File: config.mk
export PLATFORM = sky130hd
export DESIGN_NAME = ls_writeback_queue
export DESIGN_NICKNAME = d
export VERILOG_FILES = /design/src/rtl/ls_writeback_queue.sv
export SDC_FILE = /design/constraint.sdc
export NUM_CORES = 1
export LEC_CHECK = 0
export CORE_UTILIZATION = 40
export DETAILED_ROUTE_END_ITERATION = 10
export PLACE_DENSITY = 0.66
export SETUP_SLACK_MARGIN = 0.05
export SLEW_MARGIN = 10
export SYNTH_ARGS = -nofsm -noshare
export SYNTH_HDL_FRONTEND = slang
export SYNTH_SLANG_ARGS = --single-unit
File: constraint.sdc
create_clock -name clock_i -period 18.3 [get_ports clock_i]
set_clock_uncertainty 0.05 [all_clocks]
set_input_delay 5.49 -clock clock_i [delete_from_list [all_inputs] [get_ports clock_i]]
set_output_delay 5.49 -clock clock_i [all_outputs]
set_load 0.05 [all_outputs]
File: src/rtl/ls_writeback_queue.sv
// Small FIFO that holds load/store writeback results until the writeback mux
// has a cycle in which the FX unit does not claim the shared slot.
module ls_writeback_queue #(
    parameter int addressSize   = 64,
    parameter int regWidth      = 5,
    parameter int queueDepth    = 4,
    parameter int queuePtrWidth = 2
) (
    input  logic                     clock_i,
    input  logic                     reset_i,
    input  logic                     flush_i,
    input  logic                     LSValid_i,
    input  logic                     LSReg1WritebackEnable_i,
    input  logic                     LSReg2WritebackEnable_i,
    input  logic [regWidth-1:0]      LSReg1WritebackAddress_i,
    input  logic [regWidth-1:0]      LSReg2WritebackAddress_i,
    input  logic [addressSize-1:0]   LSReg1WritebackValue_i,
    input  logic [addressSize-1:0]   LSReg2WritebackValue_i,
    output logic                     LSReady_o,
    input  logic                     FXClaim_i,
    output logic [2:0]               LSFunctionalUnitCode_o,
    output logic                     LSReg1WritebackEnable_o,
    output logic                     LSReg2WritebackEnable_o,
    output logic [regWidth-1:0]      LSReg1WritebackAddress_o,
    output logic [regWidth-1:0]      LSReg2WritebackAddress_o,
    output logic [addressSize-1:0]   LSReg1WritebackValue_o,
    output logic [addressSize-1:0]   LSReg2WritebackValue_o,
    output logic                     overflow_o,
    output logic [queuePtrWidth:0]   count_o
);

    typedef struct packed {
        logic                   en1;
        logic                   en2;
        logic [regWidth-1:0]    addr1;
        logic [regWidth-1:0]    addr2;
        logic [addressSize-1:0] val1;
        logic [addressSize-1:0] val2;
    } entry_t;

    localparam logic [queuePtrWidth:0]   DEPTH_C   = (queuePtrWidth+1)'(queueDepth);
    localparam logic [queuePtrWidth:0]   CNT_ONE   = (queuePtrWidth+1)'(1);
    localparam logic [queuePtrWidth-1:0] PTR_ONE   = queuePtrWidth'(1);

    entry_t                   mem_q [queueDepth];
    logic [queuePtrWidth-1:0] wr_ptr_q, wr_ptr_d;
    logic [queuePtrWidth-1:0] rd_ptr_q, rd_ptr_d;
    logic [queuePtrWidth:0]   count_q, count_d;
    logic                     overflow_q, overflow_d;

    entry_t wr_entry;
    entry_t head;
    logic   has_data, ready, any_en, push, pop, drop;

    assign wr_entry = '{en1:   LSReg1WritebackEnable_i,
                        en2:   LSReg2WritebackEnable_i,
                        addr1: LSReg1WritebackAddress_i,
                        addr2: LSReg2WritebackAddress_i,
                        val1:  LSReg1WritebackValue_i,
                        val2:  LSReg2WritebackValue_i};

    always_comb begin
        has_data   = (count_q != '0);
        ready      = (count_q < DEPTH_C);
        any_en     = LSReg1WritebackEnable_i | LSReg2WritebackEnable_i;
        push       = LSValid_i & ready & any_en;
        drop       = LSValid_i & ~ready & any_en;
        pop        = has_data & ~FXClaim_i;
        overflow_d = overflow_q | drop;
        wr_ptr_d   = wr_ptr_q;
        rd_ptr_d   = rd_ptr_q;
        count_d    = count_q;
        if (flush_i) begin
            wr_ptr_d = '0;
            rd_ptr_d = '0;
            count_d  = '0;
        end else begin
            if (push) wr_ptr_d = wr_ptr_q + PTR_ONE;
            if (pop)  rd_ptr_d = rd_ptr_q + PTR_ONE;
            case ({push, pop})
                2'b10:   count_d = count_q + CNT_ONE;
                2'b01:   count_d = count_q - CNT_ONE;
                default: count_d = count_q;
            endcase
        end
    end

    always_ff @(posedge clock_i) begin
        if (reset_i) begin
            wr_ptr_q   <= '0;
            rd_ptr_q   <= '0;
            count_q    <= '0;
            overflow_q <= 1'b0;
        end else begin
            wr_ptr_q   <= wr_ptr_d;
            rd_ptr_q   <= rd_ptr_d;
            count_q    <= count_d;
            overflow_q <= overflow_d;
        end
    end

    // Storage needs no reset: pointers and count decide what is valid.
    always_ff @(posedge clock_i) begin
        if (push && !flush_i && !reset_i)
            mem_q[wr_ptr_q] <= wr_entry;
    end

    assign head = mem_q[rd_ptr_q];

    always_comb begin
        LSFunctionalUnitCode_o   = 3'd0;
        LSReg1WritebackEnable_o  = 1'b0;
        LSReg2WritebackEnable_o  = 1'b0;
        LSReg1WritebackAddress_o = '0;
        LSReg2WritebackAddress_o = '0;
        LSReg1WritebackValue_o   = '0;
        LSReg2WritebackValue_o   = '0;
        if (has_data) begin
            LSFunctionalUnitCode_o   = 3'd1;
            LSReg1WritebackEnable_o  = head.en1;
            LSReg2WritebackEnable_o  = head.en2;
            LSReg1WritebackAddress_o = head.addr1;
            LSReg2WritebackAddress_o = head.addr2;
            LSReg1WritebackValue_o   = head.val1;
            LSReg2WritebackValue_o   = head.val2;
        end
    end

    assign LSReady_o  = ready;
    assign overflow_o = overflow_q;
    assign count_o    = count_q;

endmodule

* Word-level counts from Yosys, hierarchy flattened
Memories as Yosys holds them, arrays and structs flattened. A register that Yosys moved wholly into a read port is not among the register bits.
Cells that the tools add are included.
** Word-level totals
- Register bits after elaboration :: 8
- Memory bits (writable) :: 560
- Input bits :: 145
- Memories :: 1
** Operators by class
- Add/subtract/negate cells :: 4
- $lt $le $gt $ge :: 1
- Equal/unequal tests :: 2
- Multiplexer cells :: 12
- Bitwise gates (word level) :: 9
- Reductions and logical operators :: 7
** Memories
- mem_q :: depth 4, bits a word 140, rd ports 1, clocked after memory_dff 1, write ports 1, RTL line 45 : entry_t mem_q [queueDepth];
** Operators with widths (number)
- 64-bit two-way mux :: 2
- 5-bit two-way mux :: 2
- 3-bit case mux with 2 select lines :: 1
- 1-bit bitwise AND :: 5
- 1-bit two-way mux :: 5
- 2-bit by 1-bit adder with 2-bit output (second input constant) :: 2
- 2-bit two-way mux :: 2
- 3-bit by 1-bit adder with 3-bit output (second input constant) :: 1
- 3-bit < comparator (second input constant) :: 1
- 3-bit nonzero test :: 1
- 3-bit by 1-bit subtractor with 3-bit output (second input constant) :: 1
- 2-bit by 1-bit equality test with 1-bit output (second input constant) :: 1
- 2-bit equality test (second input constant) :: 1
- 1-bit logical AND :: 2
- 1-bit logical NOT :: 2
- 1-bit NOT :: 2
- 1-bit bitwise OR :: 2
- 2-bit nonzero test :: 1
- 2-bit OR reduction :: 1

* Logic depth before layout (Yosys ltp)
Gate-level depths: netlist (run 1).
- Word-level depth :: 7
- Gate-level depth with buffers :: 10

* Worst setup path after synthesis (run 1)
OpenSTA, ideal clock, no wires.
- Path kind :: input-to-reg
- From :: input LSReg2WritebackEnable_i
- To :: memory mem_q[0][0] in the netlist's numbering (enable)
- Setup time :: 0.517 ns
- Arrival time :: 9.071 ns
- Data required time :: 17.733 ns
- Path slack :: 8.662 ns
- Stages :: 3
- Buffers on the path :: 0
- Cell sequence :: o21ai_0 > nor2_1 > and3_1
** Between the ends
- Word-level cells in the longest chain between the ends :: 6
** Ends and longest elaborated chain
- start, declared :: RTL line 14 : input logic LSReg2WritebackEnable_i,
- 1-bit bitwise OR :: RTL line 65 : any_en = LSReg1WritebackEnable_i | LSReg2WritebackEnable_i;
- 1-bit bitwise AND :: RTL line 66 : push = LSValid_i & ready & any_en;
- 1-bit logical AND (2 in a row) :: RTL line 104 : if (push && !flush_i && !reset_i)
- 1-bit two-way mux :: RTL line 104
- 1-bit two-way mux (implied by the code) :: RTL line 105 : mem_q[wr_ptr_q] <= wr_entry;
- end, declared :: RTL line 45
No other way between the ends.

==> metrics, run 1 <==
Max Clk Rate=between 100 and 150 MHz; Tmin final=9.887 ns; post-synthesis sequential area ratio=0.7855; number of diodes=0; hold_sp=overflow_o; final wirelength=44,360 um; Post-route DRC=0; fill cell count=4,224; Mapped Cells=953; synth warn=0; Total Neg Setup Slack=0 ns; dpl hpwl=25,340 um; H-tree depth=2; worst hold path type=reg2reg; total track usage=0.1613; crit path DAT=4.35 ns; WS Path Type=reg2out; max_slew headroom=0.3329; largest net degree at the start of global routing=147; wire per inst=22.17 um; clock net sink count=570; Post-CTS Setup Inserts=0; CP Capture Type=output port; fin. max-slew vios=0; area grow syn2layout=25.19%; root buf cell=clkbuf_16; CTS Buf Count=58; most area-consuming cells after synthesis=edfxtp_1 78%, mux4_2 15%, nor2b_1 4.0%; cell area power density=102.9 nW/um2; period utilization=0.5403; Die Width=~230 um; share of the synthesized area in the top cell type=0.7763; Vias/cell=5.095; maximum VDD drop=roughly 0.086 mV; pre-CTS setup slack=8.910 ns; CP max stage delay=between 0.8 and 0.9 ns; Post-Syn Area=21,660 um2; clock network fraction of total power=0.408; initial antenna violation count=6; synthesized area per cell=22.73 um2; Max-Cap Viols=0; Iteration-0 DRC Markers=between 500 and 600; Switch Pwr=between 0.5 and 0.6 mW; grt peak-use layer=met2; Slew @ Worst Pin=1.001 ns; Sw Ratio=0.2130; first-pass GRT wire length=roughly 67,000 um; PnR Total Power=2.791 mW; synthesized flop and latch total=570; Top Family by Delay on Critical Path=buffers and inverters; Cell Area, Placed=25,270 um2; Critical Path Fanout Max=53; Final Hold Viols=0; GRT overflow=0; final instance area=about 27,000 um2; met3 Resource Use GR=0.05381; RSZ-0062 raised after global routing=false; status=completed; Longest Clk Path Bufs=3; number of buffers and inverters on the critical path=3; RePlAce Congestion=0.7304; Seq pwr share=0.519; number of nets in the layout=~1,400; port bufs=290; hold buffers post-CTS=0; Reg clk slew, reported paths=0.06 ns; r2r startpoint=count_o[2]; internal power=roughly 2.2 mW; power share of the combinational group=0.073; FP Rows=84; Crit path required time=roughly 13 ns; met1 Use GR=0.2111; # setup viols final=0; post-route setup slack=8.413 ns; drt first pass iters=5; CP max-delay cell=dfxtp_4; Die Span Y=234.7 um; via count=between 10,000 and 15,000; GR Util met2=0.2578; # IOs=293; clk_lat worst skew=0.59 ns; CP most frequent cell=buf_4; post-synth cell types=23; Starting Density=0.4082; core area=53,080 um2; die area=55,090 um2; Cell Chain, Critical Path=buf_4, buf_4, mux4_2, nor2b_1, clkdlybuf4s50_1; Worst R2R Setup Slack=15.49 ns; ANT nets after route=0; largest area contributor in the netlist=edfxtp_1; CTS resizes=0; CTS tree=done; vias in the first global route=around 11,000; Pleak=around 8.3 nW; share of layout cells above drive strength 1=0.1858; crit start category=flop
-- cell usage after synthesis --
cell type,number
a21oi_1,8
inv_1,8
ha_1,5
mux4_2,140
fa_1,1
buf_2,16
dfxtp_1,10
or3_1,3
and3_1,4
or2_2,1
edfxtp_1,560
buf_6,11
nand3_1,2
clkbuf_1,22
buf_4,3
conb_1,1
nor3_1,1
nand2b_1,1
nor2_1,7
nor2b_1,140
o21ai_0,6
o21a_1,1
xor2_1,2
-- cell type report --
| type | count | area (um2) | share of cell area |
|---|---|---|---|
| sequential | 570 | 17020 | 0.6277 |
| multi-input combinational | 324 | 4337 | 0.1599 |
| timing repair buffer | 304 | 3020 | 0.1114 |
| clock buffer | 78 | 1578 | 0.05818 |
| tap | 688 | 860.8 | 0.03174 |
| clock inverter | 29 | 270.3 | 0.009965 |
| inverter | 8 | 30.03 | 0.001107 |
-- kinds of logic (layout without fill, tap and decap cells) --
family / Yosys count / after routing / synth area share
other: 1 / 2 / 0.0001731
AOI/OAI and AO/OA: 15 / 15 / 0.003581
adders and majority gates: 6 / 6 / 0.003812
buffers and inverters: 60 / 419 / 0.01565
and+or+nand+nor: 159 / 159 / 0.04494
muxes: 140 / 140 / 0.1455
xor gates and xnor gates: 2 / 2 / 0.0008087
DFF: 570 / 570 / 0.7855
-- state kept, by name (all words and copies together) (netlist names), named ones only --
signal / flops
count_o: 3
wr_ptr_q: 2
overflow_o: 1
mem_q: 560
rd_ptr_q: 2
-- worst min-delay path, cell delays in order, from the launching register on --
cell	delay, ns
dfxtp_1	0.33
a21oi_1	0.04
nor2_1	0.07
-- power groups by stage --
stage	combinational (mW)	clock [mW]	sequential (mW)
final	0.203	1.14	1.45
after global routing	0.213	1.22	1.45
after CTS	0.206	1.17	1.45
after detailed placement	0.205	0	1.48
after global placement	0.202	0	1.47
after floorplan	0.111	0	1.48
-- cell usage in the layout, fill, tap and decap left out, types with 6 or more instances in the layout --
master             n
a21oi_1            8
buf_4             13
clkbuf_1          16
clkbuf_16         59
clkdlybuf4s50_1  290
clkinv_1           9
clkinv_2          11
dfxtp_1            8
edfxtp_1         560
inv_1              8
mux4_2           140
nor2_1             7
nor2b_1          140
o21ai_0            6
-- through the flow --
stage | hold WS, ns | utilization | std cells
floorplan | 0.4091 | - | 954
global placement | 0.4129 | 0.4761 | 1894
detailed placement | 0.4142 | 0.4761 | 1894
CTS | 0.4305 | 0.5110 | 2001
global route | 0.4605 | 0.5110 | 2001
finish | 0.4343 | 0.5110 | 2001
-- final timing paths --
kind | to | cells after the start
min | overflow_o | 2
max reg2reg | mem_q[2][78] | 3
max | LSReg2WritebackAddress_o[2] | 5
min reg2reg | overflow_o | 2
-- metal layers --
| layer | wire length [um] | vias up |
|---|---|---|
| li1 | - | 4511 |
| met1 | 18980 | 5324 |
| met2 | 21150 | 277 |
| met3 | 3326 | 71 |
| met4 | 826 | 12 |
| met5 | 77 | - |
(Power assumes the default switching activity.)
==> inputs of run 2 (changes only) <==
--- a/config.mk
+++ b/config.mk
@@ -7,7 +7,7 @@
 export LEC_CHECK = 0
 export CORE_UTILIZATION = 40
 export DETAILED_ROUTE_END_ITERATION = 10
-export PLACE_DENSITY = 0.66
+export PLACE_DENSITY = 0.69
 export SETUP_SLACK_MARGIN = 0.05
 export SLEW_MARGIN = 10
 export SYNTH_ARGS = -nofsm -noshare
==> constraint.sdc (replaced) <==
create_clock -name clock_i -period 8.6 [get_ports clock_i]
set_clock_uncertainty 0.05 [all_clocks]
set_input_delay 2.58 -clock clock_i [delete_from_list [all_inputs] [get_ports clock_i]]
set_output_delay 2.58 -clock clock_i [all_outputs]
set_load 0.05 [all_outputs]
==> metrics, run 2 (same netlist as run 1, synthesis figures left out) <==
CTS Buf Count=57 (-1.7%); fill cell count=4,135 (-2.1%); Biggest register=mem_q; Total Neg Setup Slack=0 ns (unchanged); crit path DAT=3.45 ns (-0.90 ns); maximum VDD drop=0.1376 mV (+61%); via count=10,261 (+0.65%); number of nets in the layout=1,412 (-0.35%); clock net sink count=570 (unchanged); cell area power density=216.2 nW/um2 (+110%); Reg area=17,020 um2 (unchanged); max reg flops=560 (unchanged); Max-Cap Viols=0 (unchanged); CTS resizes=0 (unchanged); share of layout cells above drive strength 1=0.1852 (-0.0006771); clock network fraction of total power=0.401 (-0.007); die area=55,090 um2 (unchanged); RSZ-0062 raised after global routing=false; CTS tree=done; Layout Utilization=0.5106 (about the same); placed cell count=1,890 (-0.21%); area grow syn2layout=25.10% (about the same); fin. max-slew vios=0 (unchanged); commonest cells after routing, fill and taps aside=560 x edfxtp_1, 290 x clkdlybuf4s50_1, 140 x mux4_2, 140 x nor2b_1, 59 x clkbuf_16; clk_lat worst skew=0.59 ns (about the same); largest net degree at the start of global routing=99 (-33%); H-tree depth=2 (unchanged); RePlAce Congestion=0.7038 (-3.6%); wire per inst=21.48 um (-3.1%); power share of the combinational group=0.074 (about the same); core area=53,080 um2 (unchanged); Sw Ratio=0.2173 (+0.004361); Longest Clk Path Bufs=3 (unchanged); Slew @ Worst Pin=0.9492 ns (-0.05149 ns); ANT nets after route=0 (unchanged); number of diodes=0 (unchanged); Die Span Y=234.7 um (unchanged); root buf cell=clkbuf_16; CP Capture Type=output port; Max Clk Rate=roughly 160 MHz; max_slew headroom=0.3672 (+0.03432); internal power=4.585 mW (+110%); Post-route DRC=0 (unchanged); Starting Density=0.4082 (unchanged); Post-CTS Setup Inserts=0 (unchanged); first-pass GRT wire length=65,750 um (-1.7%); area of the multi-input gates=4337 um2 (unchanged); # setup viols final=0 (unchanged); GRT overflow=0 (unchanged); status=completed; Final Hold Viols=0 (unchanged); Iteration-0 DRC Markers=592 (-1.0%); Critical Path Fanout Max=69 (+30%); Hold WS=0.4435 ns (+0.009238 ns); Reg clk slew, reported paths=0.06 ns (about the same); final wirelength=42,860 um (-3.4%); Crit path required time=5.97 ns (-6.79 ns); drt first pass iters=4 (-1); Pleak=8.227 nW (-0.30%); period utilization=0.7068; initial antenna violation count=4 (-2); commonest non-fill, non-tap cell in the layout=edfxtp_1; worst hold path type=reg2reg; total track usage=0.1570 (-0.004311); FP Rows=84 (unchanged); Seq pwr share=0.526 (+0.007); WS Path Type=reg2out; Tmin final=6.078 ns; vias in the first global route=10,992 (-0.045%); Switch Pwr=1.273 mW (+110%); Die Width=234.7 um (unchanged); # IOs=293 (unchanged); Vias/cell=5.143 (+0.95%); crit start category=flop; dpl hpwl=24,030 um (-5.2%); Final Non-Filler Cells=1,995 (-0.30%); hold buffers post-CTS=0 (unchanged); port bufs=290 (unchanged)
run 2: power by group through the flow:
stage | registers, mW | clock network (mW) | logic (mW)
3_5_place_dp | 3.14 | 0 | 0.436
4_1_cts | 3.08 | 2.41 | 0.438
2_1_floorplan | 3.14 | 0 | 0.236
6_report | 3.08 | 2.35 | 0.431
5_1_grt | 3.08 | 2.51 | 0.455
3_3_place_gp | 3.14 | 0 | 0.431
run 2: cell type report:
class                           count  area share
Clock buffer                       66     0.05545
Clock inverter                     39     0.01034
Timing Repair Buffer              300      0.1131
Sequential cell                   570      0.6282
Multi-Input combinational cell    324      0.1600
Inverter                            8    0.001108
Tap cell                          688     0.03177
run 2: critical path, stage by stage (launching register included):
cell and delay (ns):
dfxtp_1 0.40, nor3_2 0.29, buf_4 0.37, buf_4 0.75, nor2b_1 0.16, clkdlybuf4s50_1 0.76
run 2: worst paths after layout:
path | start | slack [ns] | cells after the start | end
setup / recovery | count_o[2] | 2.52 | 5 | LSReg1WritebackValue_o[13]
hold / removal | overflow_o | 0.44 | 2 | overflow_o
setup reg to reg | count_o[2] | 5.91 | 3 | mem_q[3][31]
hold reg to reg | overflow_o | 0.44 | 2 | overflow_o
run 2: per-layer routing:
layer	part of all wire	GRT usage
met1	0.43	0.2107
met2	0.49	0.2561
met3	0.064	0.03889
met4	0.020	0.04306
met5	0.0013	0
run 2: per-stage QoR:
step / total power, mW / area, um2 / setup WS (ns)
after global placement: 3.569 / 25320 / 3.073
after floorplan: 3.380 / 21670 / 1.872
after global routing: 6.045 / 27100 / 2.303
after CTS: 5.932 / 27100 / 2.444
final: 5.858 / 27100 / 2.522
after detailed placement: 3.575 / 25320 / 3.028
==> inputs of run 3 (changes only) <==
--- a/config.mk
+++ b/config.mk
@@ -7,7 +7,7 @@
 export LEC_CHECK = 0
 export CORE_UTILIZATION = 40
 export DETAILED_ROUTE_END_ITERATION = 10
-export PLACE_DENSITY = 0.69
+export PLACE_DENSITY = 0.66
 export SETUP_SLACK_MARGIN = 0.05
 export SLEW_MARGIN = 10
 export SYNTH_ARGS = -nofsm -noshare
==> constraint.sdc (replaced) <==
create_clock -name clock_i -period 5.6 [get_ports clock_i]
set_clock_uncertainty 0.05 [all_clocks]
set_input_delay 1.68 -clock clock_i [delete_from_list [all_inputs] [get_ports clock_i]]
set_output_delay 1.68 -clock clock_i [all_outputs]
set_load 0.05 [all_outputs]
==> metrics, run 3 (same netlist as run 1, synthesis figures left out) <==
status=completed; clk_lat worst skew=0.59 ns (about the same); final wirelength=44,600 um (+4.1%); Tmin final=4.949 ns; Max Clk Rate=202.1 MHz; share of layout cells above drive strength 1=0.1917 (+0.006541); number of nets in the layout=1,432 (+1.4%); Iteration-0 DRC Markers=651 (+10%); ANT nets after route=0 (unchanged); Post-route DRC=0 (unchanged); met1 Use GR=0.2317 (+0.02100); root buf cell=clkbuf_16; period utilization=0.8837; Layout Utilization=0.5162 (+0.005634); GR Util met2=0.2522 (-0.003968); Critical Path Fanout Max=29 (-58%); Crit path required time=3.87 ns (-2.10 ns); initial antenna violation count=5 (+1); CP Capture Type=output port; H-tree depth=2 (unchanged); RSZ-0062 raised after global routing=false; Pleak=8.358 nW (+1.6%); fin. max-slew vios=0 (unchanged); wire per inst=22.12 um (+3.0%); commonest cells after routing, fill and taps aside=560 x edfxtp_1, 290 x clkdlybuf4s50_1, 140 x mux4_2, 140 x nor2b_1, 59 x clkbuf_16; GRT overflow=0 (unchanged); CTS resizes=0 (unchanged); hold buffers post-CTS=0 (unchanged); Die Span Y=234.7 um (unchanged); Post-CTS Setup Inserts=0 (unchanged); crit path DAT=3.22 ns (-0.23 ns); crit start category=flop; drt first pass iters=5 (+1); area grow syn2layout=26.48%; maximum VDD drop=0.2436 mV (+77%); fill cell count=4,193 (+1.4%); largest net degree at the start of global routing=86 (-13%); first-pass GRT wire length=68,010 um (+3.4%); clock net sink count=570 (unchanged); Slew @ Worst Pin=0.7851 ns (-0.1641 ns); Max-Cap Viols=0 (unchanged); CTS tree=done; area of the multi-input gates=4337 um2 (unchanged); core area=53,080 um2 (unchanged); vias in the first global route=11,032 (+0.36%); CTS Buf Count=58 (+1.8%); total track usage=0.1634 (+0.006450); FP Rows=84 (unchanged); met3 Resource Use GR=0.03712 (-0.001762); Biggest register=mem_q; grt peak-use layer=met2; die area=55,090 um2 (unchanged); dpl hpwl=26,950 um (+12%); Vias/cell=5.156 (+0.24%); via count=10,394 (+1.3%); commonest non-fill, non-tap cell in the layout=edfxtp_1; cell area power density=332.7 nW/um2 (+54%); Die Width=234.7 um (unchanged); Longest Clk Path Bufs=3 (unchanged); port bufs=290 (unchanged); max_slew headroom=0.4766 (+0.1094); # IOs=293 (unchanged); max reg flops=560 (unchanged); Reg clk slew, reported paths=0.06 ns (about the same); Total Neg Setup Slack=0 ns (unchanged); RePlAce Congestion=0.6957 (-1.2%); WS Path Type=reg2out; Final Hold Viols=0 (unchanged); Reg area=17,020 um2 (unchanged); worst hold path type=reg2reg; # setup viols final=0 (unchanged); Starting Density=0.4082 (unchanged)
[run 3: path summary, 6_finish.rpt]
path	slack, ns	start	endpoint	cells past startpoint
setup / recovery	0.65	flop	LSReg2WritebackValue_o[49]	4
hold / removal	0.44	rd_ptr_q[1]	flop	2
setup reg to reg	3.21	count_o[2]	count_o[2]	9
hold reg to reg	0.44	rd_ptr_q[1]	flop	2
[run 3: critical path: stages, from the launching register on]
cell	delay [ns]
dfxtp_4	0.81
buf_12	0.34
mux4_2	0.55
nor2b_1	0.14
clkdlybuf4s50_1	0.75
[run 3: per-layer routing]
layer	vias to the layer above	wire length, um
met5	-	39
met4	6	991
met3	80	2924
met2	322	21180
met1	5440	19460
li1	4546	-
[run 3: final cells by class]
class / count / area share
multi-input combinational: 324 / 0.1583
sequential: 570 / 0.6213
clock buffer: 79 / 0.05772
timing repair buffer: 319 / 0.1207
tap: 688 / 0.03142
clock inverter: 25 / 0.009133
antenna: 3 / 0.0002740
inverter: 8 / 0.001096
[run 3: report_power, final]
part,internal [mW],total [mW],switching (mW)
Combinational,0.265,0.668,0.403
Clock,2.19,3.71,1.52
Sequential,4.72,4.73,0.0120
Total,7.18,9.12,1.94
[run 3: through the flow]
stage	power, mW	hold slack (ns)	worst slack, ns	cells	cell area [um2]
global placement	5.489	0.4101	1.195	1909	25560
finish	9.117	0.4371	0.6514	2016	27400
global route	9.397	0.4769	0.4373	2013	27390
detailed placement	5.499	0.4257	1.189	1909	25560
floorplan	5.188	0.4091	1.376	954	21670
CTS	9.230	0.4353	0.5072	2013	27390
